File: src/rtl/pulse_seq_pkg.sv
// pulse_seq_pkg: shared definitions for the pulse sequencer.
//   - state encoding (IDLE/HIGH/LOW/DONE) as localparams plus the FSM enum
//   - default counter width
//   - zero_to_one(): a configured length of 0 is run as 1
package pulse_seq_pkg;

  localparam int CNT_W_DEF = 8;

  localparam logic [1:0] IDLE = 2'd0;
  localparam logic [1:0] HIGH = 2'd1;
  localparam logic [1:0] LOW  = 2'd2;
  localparam logic [1:0] DONE = 2'd3;

  typedef enum logic [1:0] {
    ST_IDLE = IDLE,
    ST_HIGH = HIGH,
    ST_LOW  = LOW,
    ST_DONE = DONE
  } state_t;

  function automatic int unsigned zero_to_one(input int unsigned v);
    return (v == 0) ? 1 : v;
  endfunction

endpackage

File: src/rtl/phase_counter.sv
// phase_counter: CNT_W-bit loadable down-counter timing one HIGH or LOW phase.
// Ports:
//   clk    - system clock
//   reset  - asynchronous active-high reset, clears the count to 0
//   load   - load 'value' (takes priority over enable)
//   value  - phase length in cycles (>= 1)
//   enable - count down by one; holds at 1, never wraps
//   last   - high while the counter reads 1 (final cycle of the phase)
module phase_counter
  import pulse_seq_pkg::*;
#(
  parameter int CNT_W = CNT_W_DEF
) (
  input  logic             clk,
  input  logic             reset,
  input  logic             load,
  input  logic [CNT_W-1:0] value,
  input  logic             enable,
  output logic             last
);

  logic [CNT_W-1:0] cnt;

  always_ff @(posedge clk or posedge reset) begin
    if (reset) begin
      cnt <= '0;
    end else if (load) begin
      cnt <= value;
    end else if (enable && (cnt > CNT_W'(1))) begin
      cnt <= cnt - CNT_W'(1);
    end
  end

  assign last = (cnt == CNT_W'(1));

endmodule

File: src/rtl/pulse_sequencer.sv
// pulse_sequencer: generates a burst of cfg_count pulses, each cfg_high cycles
// wide, separated by cfg_low-cycle gaps, under a start/busy/done handshake.
// Configuration is captured when a burst starts.
// Optional feature macro: PULSE_SEQ_REPEAT_EN adds cfg_repeat; when latched as
// 1 the burst loops forever (one gap, then pulse 0 again) with done strobing in
// the first gap cycle after each last pulse, until abort or reset.
// Ports:
//   clk        - system clock
//   reset      - asynchronous active-high reset
//   start      - request a burst (sampled only in IDLE)
//   abort      - stop a running burst without a done strobe
//   cfg_high   - pulse width in cycles (0 runs as 1)
//   cfg_low    - gap width in cycles (0 runs as 1)
//   cfg_count  - pulses per burst (0 gives an immediate done)
//   cfg_repeat - (PULSE_SEQ_REPEAT_EN only) loop the burst
//   pulse      - registered pulse train
//   busy       - burst running
//   done       - one-cycle completion strobe
//   pulse_idx  - 0-based index of the current pulse, held after the burst
module pulse_sequencer
  import pulse_seq_pkg::*;
#(
  parameter int CNT_W = CNT_W_DEF
) (
  input  logic             clk,
  input  logic             reset,
  input  logic             start,
  input  logic             abort,
  input  logic [CNT_W-1:0] cfg_high,
  input  logic [CNT_W-1:0] cfg_low,
  input  logic [CNT_W-1:0] cfg_count,
`ifdef PULSE_SEQ_REPEAT_EN
  input  logic             cfg_repeat,
`endif
  output logic             pulse,
  output logic             busy,
  output logic             done,
  output logic [CNT_W-1:0] pulse_idx
);

  state_t           state;
  state_t           nxt;
  logic [CNT_W-1:0] h_len;
  logic [CNT_W-1:0] l_len;
  logic [CNT_W-1:0] n_len;
  logic             rep;
  logic [CNT_W-1:0] h_in;
  logic [CNT_W-1:0] l_in;
  logic             accept;
  logic             cnt_load;
  logic             cnt_en;
  logic [CNT_W-1:0] cnt_val;
  logic             cnt_last;
  logic             wrap;
  logic [CNT_W-1:0] idx_nxt;
  logic [CNT_W:0]   idx_p1;
  logic             last_pulse;

  assign h_in   = CNT_W'(zero_to_one(32'(cfg_high)));
  assign l_in   = CNT_W'(zero_to_one(32'(cfg_low)));
  assign accept = (state == ST_IDLE) && start && !abort;

  // One bit wider so a count of 2^CNT_W-1 compares without overflow.
  assign idx_p1     = {1'b0, pulse_idx} + (CNT_W+1)'(1);
  assign last_pulse = (idx_p1 >= {1'b0, n_len});

  phase_counter #(.CNT_W(CNT_W)) u_phase (
    .clk    (clk),
    .reset  (reset),
    .load   (cnt_load),
    .value  (cnt_val),
    .enable (cnt_en),
    .last   (cnt_last)
  );

  always_comb begin
    nxt      = state;
    cnt_load = 1'b0;
    cnt_en   = 1'b0;
    cnt_val  = h_len;
    wrap     = 1'b0;
    idx_nxt  = pulse_idx;
    case (state)
      ST_IDLE: begin
        if (accept) begin
          idx_nxt = '0;
          if (cfg_count == '0) begin
            nxt = ST_DONE;
          end else begin
            nxt      = ST_HIGH;
            cnt_load = 1'b1;
            cnt_val  = h_in;
          end
        end
      end
      ST_HIGH: begin
        if (abort) begin
          nxt = ST_IDLE;
        end else if (cnt_last) begin
          if (!last_pulse || rep) begin
            nxt      = ST_LOW;
            cnt_load = 1'b1;
            cnt_val  = l_len;
            // A gap after the last pulse only exists when looping.
            wrap     = last_pulse;
          end else begin
            nxt = ST_DONE;
          end
        end else begin
          cnt_en = 1'b1;
        end
      end
      ST_LOW: begin
        if (abort) begin
          nxt = ST_IDLE;
        end else if (cnt_last) begin
          nxt      = ST_HIGH;
          cnt_load = 1'b1;
          cnt_val  = h_len;
          idx_nxt  = last_pulse ? '0 : (pulse_idx + CNT_W'(1));
        end else begin
          cnt_en = 1'b1;
        end
      end
      default: begin
        nxt = ST_IDLE;
      end
    endcase
  end

  always_ff @(posedge clk or posedge reset) begin
    if (reset) begin
      state     <= ST_IDLE;
      pulse     <= 1'b0;
      busy      <= 1'b0;
      done      <= 1'b0;
      pulse_idx <= '0;
      h_len     <= '0;
      l_len     <= '0;
      n_len     <= '0;
`ifdef PULSE_SEQ_REPEAT_EN
      rep       <= 1'b0;
`endif
    end else begin
      state     <= nxt;
      pulse     <= (nxt == ST_HIGH);
      busy      <= (nxt == ST_HIGH) || (nxt == ST_LOW);
      done      <= (nxt == ST_DONE) || wrap;
      pulse_idx <= idx_nxt;
      if (accept) begin
        h_len <= h_in;
        l_len <= l_in;
        n_len <= cfg_count;
`ifdef PULSE_SEQ_REPEAT_EN
        rep   <= cfg_repeat;
`endif
      end
    end
  end

`ifndef PULSE_SEQ_REPEAT_EN
  assign rep = 1'b0;
`endif

endmodule

File: config.mk
export PLATFORM = sky130hd
export DESIGN_NAME = pulse_sequencer
export DESIGN_NICKNAME = d
export VERILOG_FILES = /design/src/rtl/pulse_seq_pkg.sv /design/src/rtl/phase_counter.sv /design/src/rtl/pulse_sequencer.sv
export SDC_FILE = /design/constraint.sdc
export NUM_CORES = 1
export LEC_CHECK = 0
export BUFFER_PORTS_ARGS = -buffer_cell sky130_fd_sc_hd__buf_4
export CELL_PAD_IN_SITES_DETAIL_PLACEMENT = 1
export CELL_PAD_IN_SITES_GLOBAL_PLACEMENT = 1
export CORE_AREA = 10 10 113 74
export DETAILED_ROUTE_END_ITERATION = 6
export DIE_AREA = 0 0 123 84
export PLACE_DENSITY = 0.83
export SLEW_MARGIN = 10
export SYNTH_ARGS = -nofsm -noshare
export SYNTH_HDL_FRONTEND = slang
export SYNTH_SLANG_ARGS = --single-unit
export TNS_END_PERCENT = 100
File: constraint.sdc
create_clock -name clk -period 4.25 [get_ports clk]
set_input_delay 0.2125 -clock clk [delete_from_list [all_inputs] [get_ports clk]]
set_output_delay 0.2125 -clock clk [all_outputs]
set_load 0.05 [all_outputs]
==> results of run 1 <==
-- power by group through the flow --
stage          registers (mW)  clock network (mW)  logic [mW]
3_3_place_gp            0.724                   0       0.643
6_report                0.724               0.277       0.665
3_5_place_dp            0.731                   0       0.669
4_1_cts                 0.724               0.289       0.672
5_1_grt                 0.748               0.306       0.757
2_1_floorplan           0.731                   0       0.485
-- worst min-delay path, stage by stage --
cell and delay [ps]:
buf_4 110, clkinv_1 30, buf_4 470
-- sequential cells by signal (all words and copies together) (netlist names) --
signal / count
busy: 1
done: 1
h_len: 8
l_len: 8
n_len: 8
pulse: 1
pulse_idx: 8
state: 2
u_phase.cnt: 8
-- Yosys cell counts (6+ instances only) --
cell type  instances  area [um^2]
nand3_1            7         35.0
a2111oi_0          7         61.3
mux2_2            29          327
a2bb2oi_1          8         70.1
xnor2_1            6         52.6
ha_1              17          213
nor2_1            10         37.5
inv_1             17         63.8
dfrtp_1           45         1130
a21oi_1           14         70.1
nor4_1             6         37.5
o21ai_0            6         30.0
nand2_1           39          146
nand2b_1           6         37.5
-- metal layers --
| layer | part of all wire [%] | global-route usage [%] | routed length, um |
|---|---|---|---|
| met4 | 1.1 | 3.69 | 77 |
| met5 | 0 | 0 | 0 |
| met2 | 43 | 20.7 | 3080 |
| met1 | 51 | 19.4 | 3590 |
| met3 | 5.0 | 4.32 | 355 |
-- kinds of logic (layout without fill, tap and decap cells) --
group                      count (synthesis)  count (layout)  share of synthesized area [%]
and+or+nand+nor                           87              87                           17.3
AOI/OAI and AO/OA                         56              56                           14.4
DFF                                       45              45                           41.4
muxes                                     30              30                           12.4
buffers and inverters                     25              66                           3.50
adders and majority gates                 17              17                           7.82
xor gates and xnor gates                  10              10                           3.22
-- layout make-up --
type / count / area (um^2) / area share, %
Multi-Input combinational cell: 200 / 1500 / 46.9
Sequential cell: 45 / 1130 / 35.3
Timing Repair Buffer: 41 / 308 / 9.65
Tap cell: 87 / 109 / 3.41
Clock buffer: 5 / 68.8 / 2.16
Inverter: 17 / 63.8 / 2.00
Clock inverter: 3 / 17.5 / 0.549
-- path summary, 6_finish.rpt --
path | startpoint | endpoint | slack [ps]
setup / recovery | pulse_idx[2] | u_phase.cnt[4] | 670
hold / removal | reset | h_len[6] | 30
setup reg to reg | pulse_idx[2] | u_phase.cnt[4] | 670
hold reg to reg | l_len[0] | l_len[0] | 490
max in group asynchronous | reset | busy | 3810
min in group clk | cfg_low[5] | l_len[5] | 130
==> flow_metrics.py, run 1 <==
metrics = {
    "min_path": {
        "hold_path_class": "input port to async pin",
    },
    "clock_tree": {
        "cts_resized": 0,
        "clock-root-buffer": "clkbuf_8",
        "cts_sinks": 45,
        "numCtsBuffers": 5,
        "cts_buffer_depth": 2,
        "clk_pin_slew_worst_paths_ps": 90,
        "clock_latency_ps": 320,
        "cts_hold_buf": 0,
        "cts_tree": "built",
        "ctsHtreeMaxLevel": 2,
        "cts_setup_buffers": 0,
    },
    "cells_and_area": {
        "fillCellCount": 751,
        "utilization_pct": 49.7,
        "drive_gt1_share_pct": 27.0,
        "final_common_cell": "dfrtp_1",
        "fin_cells": 398,
        "area_delta_synth_final_pct": 17.3,
        "nets": 355,
        "insertedDiodeCount": 0,
        "design_area_um2": 3190,
        "layout_common_cells": "dfrtp_1, buf_4, nand2_1",
    },
    "floorplan": {
        "dieWidth_um": 123,
        "num_rows": 23,
        "fp.dieH_um": 84,
        "core_um2": 6420,
        "ios": 39,
        "start_util_pct": 42.4,
        "dieArea_um2": 10300,
    },
    "routing": {
        "vias": 2219,
        "drc": 0,
        "postRouteAntennaNets": 0,
        "viasPerCell": 5.58,
        "dr.pass1.iters": 4,
        "drt_iter0_drc": 136,
        "drt_wl_total_mm": 7.11,
        "drt-wirelength-per-cell_um": 17.9,
    },
    "critical_path": {
        "crit_arrival_ps": 3770,
        "crit_buf_inv": 1,
        "path_delay_family": "compound AO/OA/AOI/OAI gates",
        "path_depth": 12,
        "cpPeakStageDelay_ps": 490,
        "crit_chain": "and2_1 -> nand4_1 -> inv_1 -> and3_1 -> xor2_1 -> ha_1 -> and3_1 -> a221oi_1 -> o21ai_1 -> o31a_1 -> a2111oi_0 -> a2bb2oi_1",
        "crit_type": "register to register",
        "worstPathRequired_ps": 4440,
        "slowest_stage": "a2111oi_0",
        "worstSetupEndpointType": "register",
        "cp_max_fo": 9,
        "crit_path_start_kind": "register",
        "ff2ff_path_depth": 12,
        "cpMostUsedCell": "and3_1",
    },
    "yosys": {
        "yosysSeqAreaShare_pct": 41.4,
        "synth-seq-cells": 45,
        "synth_flop_cell": "dfrtp_1",
        "avgSynthCellArea_um2": 10.1,
        "syn_nets": 315,
        "ys_warn_count": 0,
        "synthCells": 270,
        "ys_async_sr_fraction_pct": 100,
        "synth_area_um2": 2720,
        "synth_cell_types": 43,
        "synth-edff-count": 0,
    },
    "timing": {
        "fin_crit_ps": 3580,
        "tightest_slew_ps": 749,
        "slew_viol_final": 0,
        "setup_violations": 0,
        "post-route-period-util_pct": 84.3,
        "fmax_ghz": 0.279,
        "whs_ps": 30.8,
        "fin_ws_ps": 668,
        "rsz0062_at_grt": "false",
        "finClkSkew_ps": 7.33,
        "slew_headroom_pct": 49.6,
        "finalSetupTns_ps": 0,
        "hold_viol": 0,
    },
    "global_route": {
        "track_usage_pct": 14.1,
        "grt_max_degree": 46,
        "grt_overflow": 0,
        "grt_pass1_wl_mm": 11.8,
        "antenna_found_initial": 0,
        "grt_pass1_vias": 2320,
    },
    "run_status": {
        "status": "completed",
    },
    "place": {
        "place_hpwl_mm": 5.38,
        "dpl_worst_slack_ps": 727,
        "place_congestion": 0.809,
        "io_buffers": 38,
        "placed_cell_area_um2": 3100,
        "dpl.cell_count": 390,
    },
    "pwr": {
        "p_seq_share_pct": 43.5,
        "p_total_mw": 1.67,
        "p_leak_nw": 1.46,
        "clockPowerShare_pct": 16.6,
        "ir_worst_vdd_mv": 0.217,
        "power.internal_mw": 1.02,
        "comb_power_share_pct": 39.9,
        "powerDensity_nw_per_um2": 522,
        "swShare_pct": 38.5,
        "power_switching_mw": 0.642,
    },
    "run": {
        "cap_viol_max_count": 0,
    },
}
(Power assumes the default switching activity.)
==> run 2: changes to the inputs <==
Clock period 4.25 ns to 3.4 ns, I/O delays scaled along.
==> flow_metrics.py, run 2 (same netlist as run 1, synthesis figures left out) <==
metrics = {
    "run_status": {
        "status": "completed",
    },
    "min_path": {
        "hold_path_class": "input port to async pin",
    },
    "cells_and_area": {
        "drive_gt1_share_pct": 30.6,
        "final_common_cell": "buf_4",
        "insertedDiodeCount": 0,
        "utilization_pct": 51.0,
        "nets": 359,
        "layout_common_cells": "buf_4, dfrtp_1, nand2_1",
        "area_delta_synth_final_pct": 20.3,
        "fillCellCount": 729,
    },
    "global_route": {
        "busiest_layer": "met2",
        "antenna_found_initial": 0,
        "grt_pass1_vias": 2271,
        "grt_overflow": 0,
        "met3_usage_pct": 4.05,
        "grt_pass1_wl_mm": 11.8,
        "grt_max_degree": 46,
        "track_usage_pct": 14.0,
        "use_met2_pct": 21.0,
        "use_met1_pct": 19.8,
    },
    "floorplan": {
        "core_um2": 6420,
        "dieArea_um2": 10300,
        "start_util_pct": 42.4,
        "ios": 39,
        "fp.dieH_um": 84,
        "dieWidth_um": 123,
        "num_rows": 23,
    },
    "timing": {
        "slew_headroom_pct": 53.1,
        "setup_violations": 0,
        "finalSetupTns_ps": 0,
        "slew_viol_final": 0,
        "tightest_slew_ps": 697,
        "fin_ws_ps": 138,
        "finClkSkew_ps": 7.77,
        "hold_viol": 0,
        "fmax_ghz": 0.307,
        "fin_crit_ps": 3260,
        "post-route-period-util_pct": 96.0,
    },
    "clock_tree": {
        "numCtsBuffers": 5,
        "clk_pin_slew_worst_paths_ps": 90,
        "cts_buffer_depth": 2,
        "cts_sinks": 45,
        "ctsHtreeMaxLevel": 2,
        "clock-root-buffer": "clkbuf_8",
        "clock_latency_ps": 300,
        "cts_tree": "built",
    },
    "critical_path": {
        "rrSetupSlack_ps": 140,
        "worstPathRequired_ps": 3580,
        "crit_path_start_kind": "register",
        "crit_type": "register to register",
        "cpPeakStageDelay_ps": 430,
        "cpMostUsedCell": "and3_1",
        "worstSetupEndpointType": "register",
        "ff2ff_path_depth": 12,
        "r2r-start": "pulse_idx[3]",
        "crit_arrival_ps": 3440,
        "cp_max_fo": 9,
        "slowest_stage": "a2111oi_1",
        "crit_chain": "and2_4 -> nand4_1 -> inv_1 -> and3_1 -> xor2_1 -> ha_1 -> and3_1 -> a221oi_2 -> o21ai_4 -> o31a_2 -> a2111oi_1 -> a2bb2oi_1",
        "r2r-end": "u_phase.cnt[4]",
    },
    "routing": {
        "drt-wirelength-per-cell_um": 17.9,
        "postRouteAntennaNets": 0,
        "dr.pass1.iters": 4,
        "drt_wl_total_mm": 7.19,
        "vias": 2183,
        "drt_iter0_drc": 148,
        "drc": 0,
        "viasPerCell": 5.44,
    },
    "place": {
        "place_hpwl_mm": 5.47,
        "dpl_worst_slack_ps": -61.6,
        "io_buffers": 38,
        "place_congestion": 0.816,
    },
    "pwr": {
        "p_leak_nw": 1.49,
        "ir_worst_vdd_mv": 0.320,
        "powerDensity_nw_per_um2": 650,
        "p_total_mw": 2.13,
    },
    "run": {
        "cap_viol_max_count": 0,
    },
}
run 2: changes by cell type in the layout (fill, tap and decap cells not counted), sizes merged:
cell      previous run  this run
clkbuf               5         7
clkinv               3         1
clkinvlp             1         0
buf                 41        45
run 2: report_power, final:
group / internal (mW) / leakage [nW] / switching, mW
combinational: 0.403 / 0.896 / 0.468
clock: 0.162 / 0.0443 / 0.184
sequential: 0.747 / 0.548 / 0.164
run 2: worst max-delay path by stage:
stage                      start              to  slack (ps)  cells past startpoint
CTS                 pulse_idx[2]  u_phase.cnt[6]          20                     12
floorplan           pulse_idx[3]  u_phase.cnt[7]           3                     12
global route        pulse_idx[0]            busy         -40                     13
global placement    pulse_idx[2]  u_phase.cnt[6]         110                     12
detailed placement  pulse_idx[2]  u_phase.cnt[6]         -60                     12
finish              pulse_idx[3]  u_phase.cnt[4]         140                     12
run 2: per-stage QoR:
stage / instance area, um^2 / cells / hold WS, ps
2_1_floorplan: 2720 / 270 / 321
3_3_place_gp: 3130 / 393 / 363
3_5_place_dp: 3130 / 393 / 369
4_1_cts: 3220 / 400 / 44.4
5_1_grt: 3270 / 401 / 61.1
6_report: 3270 / 401 / 9.57
run 2: worst max-delay path: cells and delay by family (launching register included):
kind | cells | cell delay [ps]
AO/OA/AOI/OAI | 5 | 1510
AND/OR/NAND/NOR | 4 | 690
flip-flops | 1 | 370
adder cells (fa/ha/maj) | 1 | 290
XOR/XNOR | 1 | 210
buffers and inverters | 1 | 100
run 2: layer usage:
layer | vias to the layer above | part of all wire, %
met5 | - | 0
met1 | 1063 | 48
met3 | 4 | 6.7
li1 | 1060 | -
met2 | 56 | 45
met4 | 0 | 0.45
run 2: repair_timing:
item / CTS / global route
pin swaps: 1 / 1
resized for setup: 3 / 14
setup buffers: 0 / 1
hold buffers: 0 / 0
cloned: 0 / 0
endpoints found under the setup margin: 8 / 15
run 2: layout make-up:
class,instances,area (um^2),area share [%]
tap,87,109,3.33
sequential,45,1130,34.5
clock buffer,7,86.3,2.64
multi-input combinational,200,1550,47.3
inverter,17,63.8,1.95
timing repair buffer,45,338,10.3
==> run 3: changes to the inputs <==
Settings changed: CORE_AREA 10 10 113 74 to 10 10 90 92, DIE_AREA 0 0 123 84 to 0 0 100 102, PLACE_DENSITY 0.83 to 0.82.
==> flow_metrics.py, run 3 (same netlist as run 1, synthesis figures left out) <==
metrics = {
    "run_status": {
        "status": "completed",
    },
    "timing": {
        "finalSetupTns_ps": 0,
        "tightest_slew_ps": 597,
        "slew_headroom_pct": 60.2,
        "setup_violations": 0,
        "post-route-period-util_pct": 96.7,
        "finClkSkew_ps": 6.61,
        "fmax_ghz": 0.304,
        "rsz0062_at_grt": "true",
        "fin_crit_ps": 3290,
        "hold_viol": 0,
        "fin_ws_ps": 113,
        "slew_viol_final": 0,
    },
    "cells_and_area": {
        "utilization_pct": 53.5,
        "seqCellArea_um2": 1130,
        "final_common_cell": "buf_4",
        "area_delta_synth_final_pct": 23.6,
        "layout_common_cells": "buf_4, dfrtp_1, nand2_1",
        "multi_input_area_um2": 1600,
        "fillCellCount": 702,
        "drive_gt1_share_pct": 32.7,
        "insertedDiodeCount": 0,
        "nets": 359,
    },
    "routing": {
        "drt_wl_total_mm": 7.59,
        "vias": 2241,
        "drc": 0,
        "viasPerCell": 5.72,
        "dr.pass1.iters": 4,
        "drt-wirelength-per-cell_um": 19.4,
        "drt_iter0_drc": 89,
        "postRouteAntennaNets": 0,
    },
    "pwr": {
        "p_leak_nw": 1.52,
        "comb_power_share_pct": 39.5,
        "power_switching_mw": 0.855,
        "swShare_pct": 36.9,
        "p_total_mw": 2.32,
        "p_seq_share_pct": 39.4,
        "powerDensity_nw_per_um2": 689,
        "clockPowerShare_pct": 21.1,
        "ir_worst_vdd_mv": 0.367,
        "power.internal_mw": 1.46,
    },
    "min_path": {
        "hold_path_class": "input port to async pin",
    },
    "clock_tree": {
        "clk_pin_slew_worst_paths_ps": 90,
        "clock_latency_ps": 300,
        "clock-root-buffer": "clkbuf_8",
        "numCtsBuffers": 5,
        "ctsHtreeMaxLevel": 2,
        "cts_buffer_depth": 2,
        "cts_tree": "built",
        "cts_hold_buf": 0,
        "cts_sinks": 45,
    },
    "global_route": {
        "busiest_layer": "met2",
        "use_met2_pct": 25.4,
        "grt_pass1_vias": 2478,
        "grt_max_degree": 46,
        "met3_usage_pct": 3.51,
        "grt_overflow": 0,
        "track_usage_pct": 14.5,
        "grt_pass1_wl_mm": 12.0,
        "antenna_found_initial": 0,
        "use_met1_pct": 16.5,
    },
    "floorplan": {
        "core_um2": 6280,
        "dieWidth_um": 100,
        "fp.dieH_um": 102,
        "ios": 39,
        "num_rows": 29,
        "dieArea_um2": 10200,
        "start_util_pct": 43.3,
    },
    "run": {
        "cap_viol_max_count": 0,
    },
    "critical_path": {
        "cp_max_fo": 9,
        "ff2ff_path_depth": 11,
        "rrSetupSlack_ps": 110,
        "r2r-end": "u_phase.cnt[2]",
        "crit_arrival_ps": 3470,
        "worstSetupEndpointType": "register",
        "crit_path_start_kind": "register",
        "r2r-start": "pulse_idx[0]",
        "crit_type": "register to register",
        "worstPathRequired_ps": 3580,
    },
    "place": {
        "dpl_worst_slack_ps": -2.31,
        "place_hpwl_mm": 5.33,
        "io_buffers": 38,
        "place_congestion": 0.867,
    },
}
[run 3: stage by stage]
stage / instances / hold slack [ps] / cell area [um^2]
4_1_cts: 391 / 29.7 / 3260
5_1_grt: 392 / 53.7 / 3360
2_1_floorplan: 270 / 321 / 2720
6_report: 392 / 16.1 / 3360
3_5_place_dp: 383 / 369 / 3120
3_3_place_gp: 383 / 356 / 3120
[run 3: power by group through the flow]
| stage | clock (mW) | combinational, mW | sequential [mW] |
|---|---|---|---|
| after floorplan | 0 | 0.606 | 0.913 |
| after global placement | 0 | 0.817 | 0.908 |
| after detailed placement | 0 | 0.852 | 0.921 |
| after CTS | 0.496 | 0.870 | 0.911 |
| after global routing | 0.516 | 1.02 | 0.945 |
| final | 0.489 | 0.913 | 0.913 |
[run 3: critical path, stage by stage, from the launching register on]
cell,delay [ps]
dfrtp_1,460
ha_2,270
nand4_1,170
nand2b_1,230
nand2_1,100
ha_1,270
and3_2,250
a221oi_4,340
o21ai_4,160
o31a_4,420
a2111oi_0,400
a2bb2oi_1,110
[run 3: final cells by class]
cell class              instances  share of cell area, %
clock buffers                   5                   2.05
clock inverters                 3                   1.94
inverters                      17                   1.90
multi-input cells             200                   47.7
flip-flops and latches         45                   33.5
well taps                      77                   2.87
repair buffers                 45                   10.1
[run 3: what timing repair did]
item / CTS / global route
buffers inserted: 0 / 1
gates resized for setup: 3 / 21
endpoints found under the hold margin: 0 / 0
setup endpoints to repair: 3 / 20
pin swaps: 0 / 1
[run 3: metal layers]
metal / wire, um / up-vias
met3: 309 / 15
li1: - / 1057
met4: 165 / 0
met5: 0 / -
met2: 3990 / 47
met1: 3130 / 1122
[run 3: worst max-delay path by stage]
| stage | from | cells past startpoint | endpoint | slack (ps) |
|---|---|---|---|---|
| after global routing | pulse_idx[0] | 11 | u_phase.cnt[3] | -40 |
| final | pulse_idx[0] | 11 | u_phase.cnt[2] | 110 |
| after global placement | pulse_idx[2] | 12 | u_phase.cnt[5] | 130 |
| after floorplan | pulse_idx[3] | 12 | u_phase.cnt[7] | 3 |
| after CTS | pulse_idx[2] | 12 | u_phase.cnt[4] | 20 |
| after detailed placement | pulse_idx[2] | 12 | u_phase.cnt[4] | -2 |
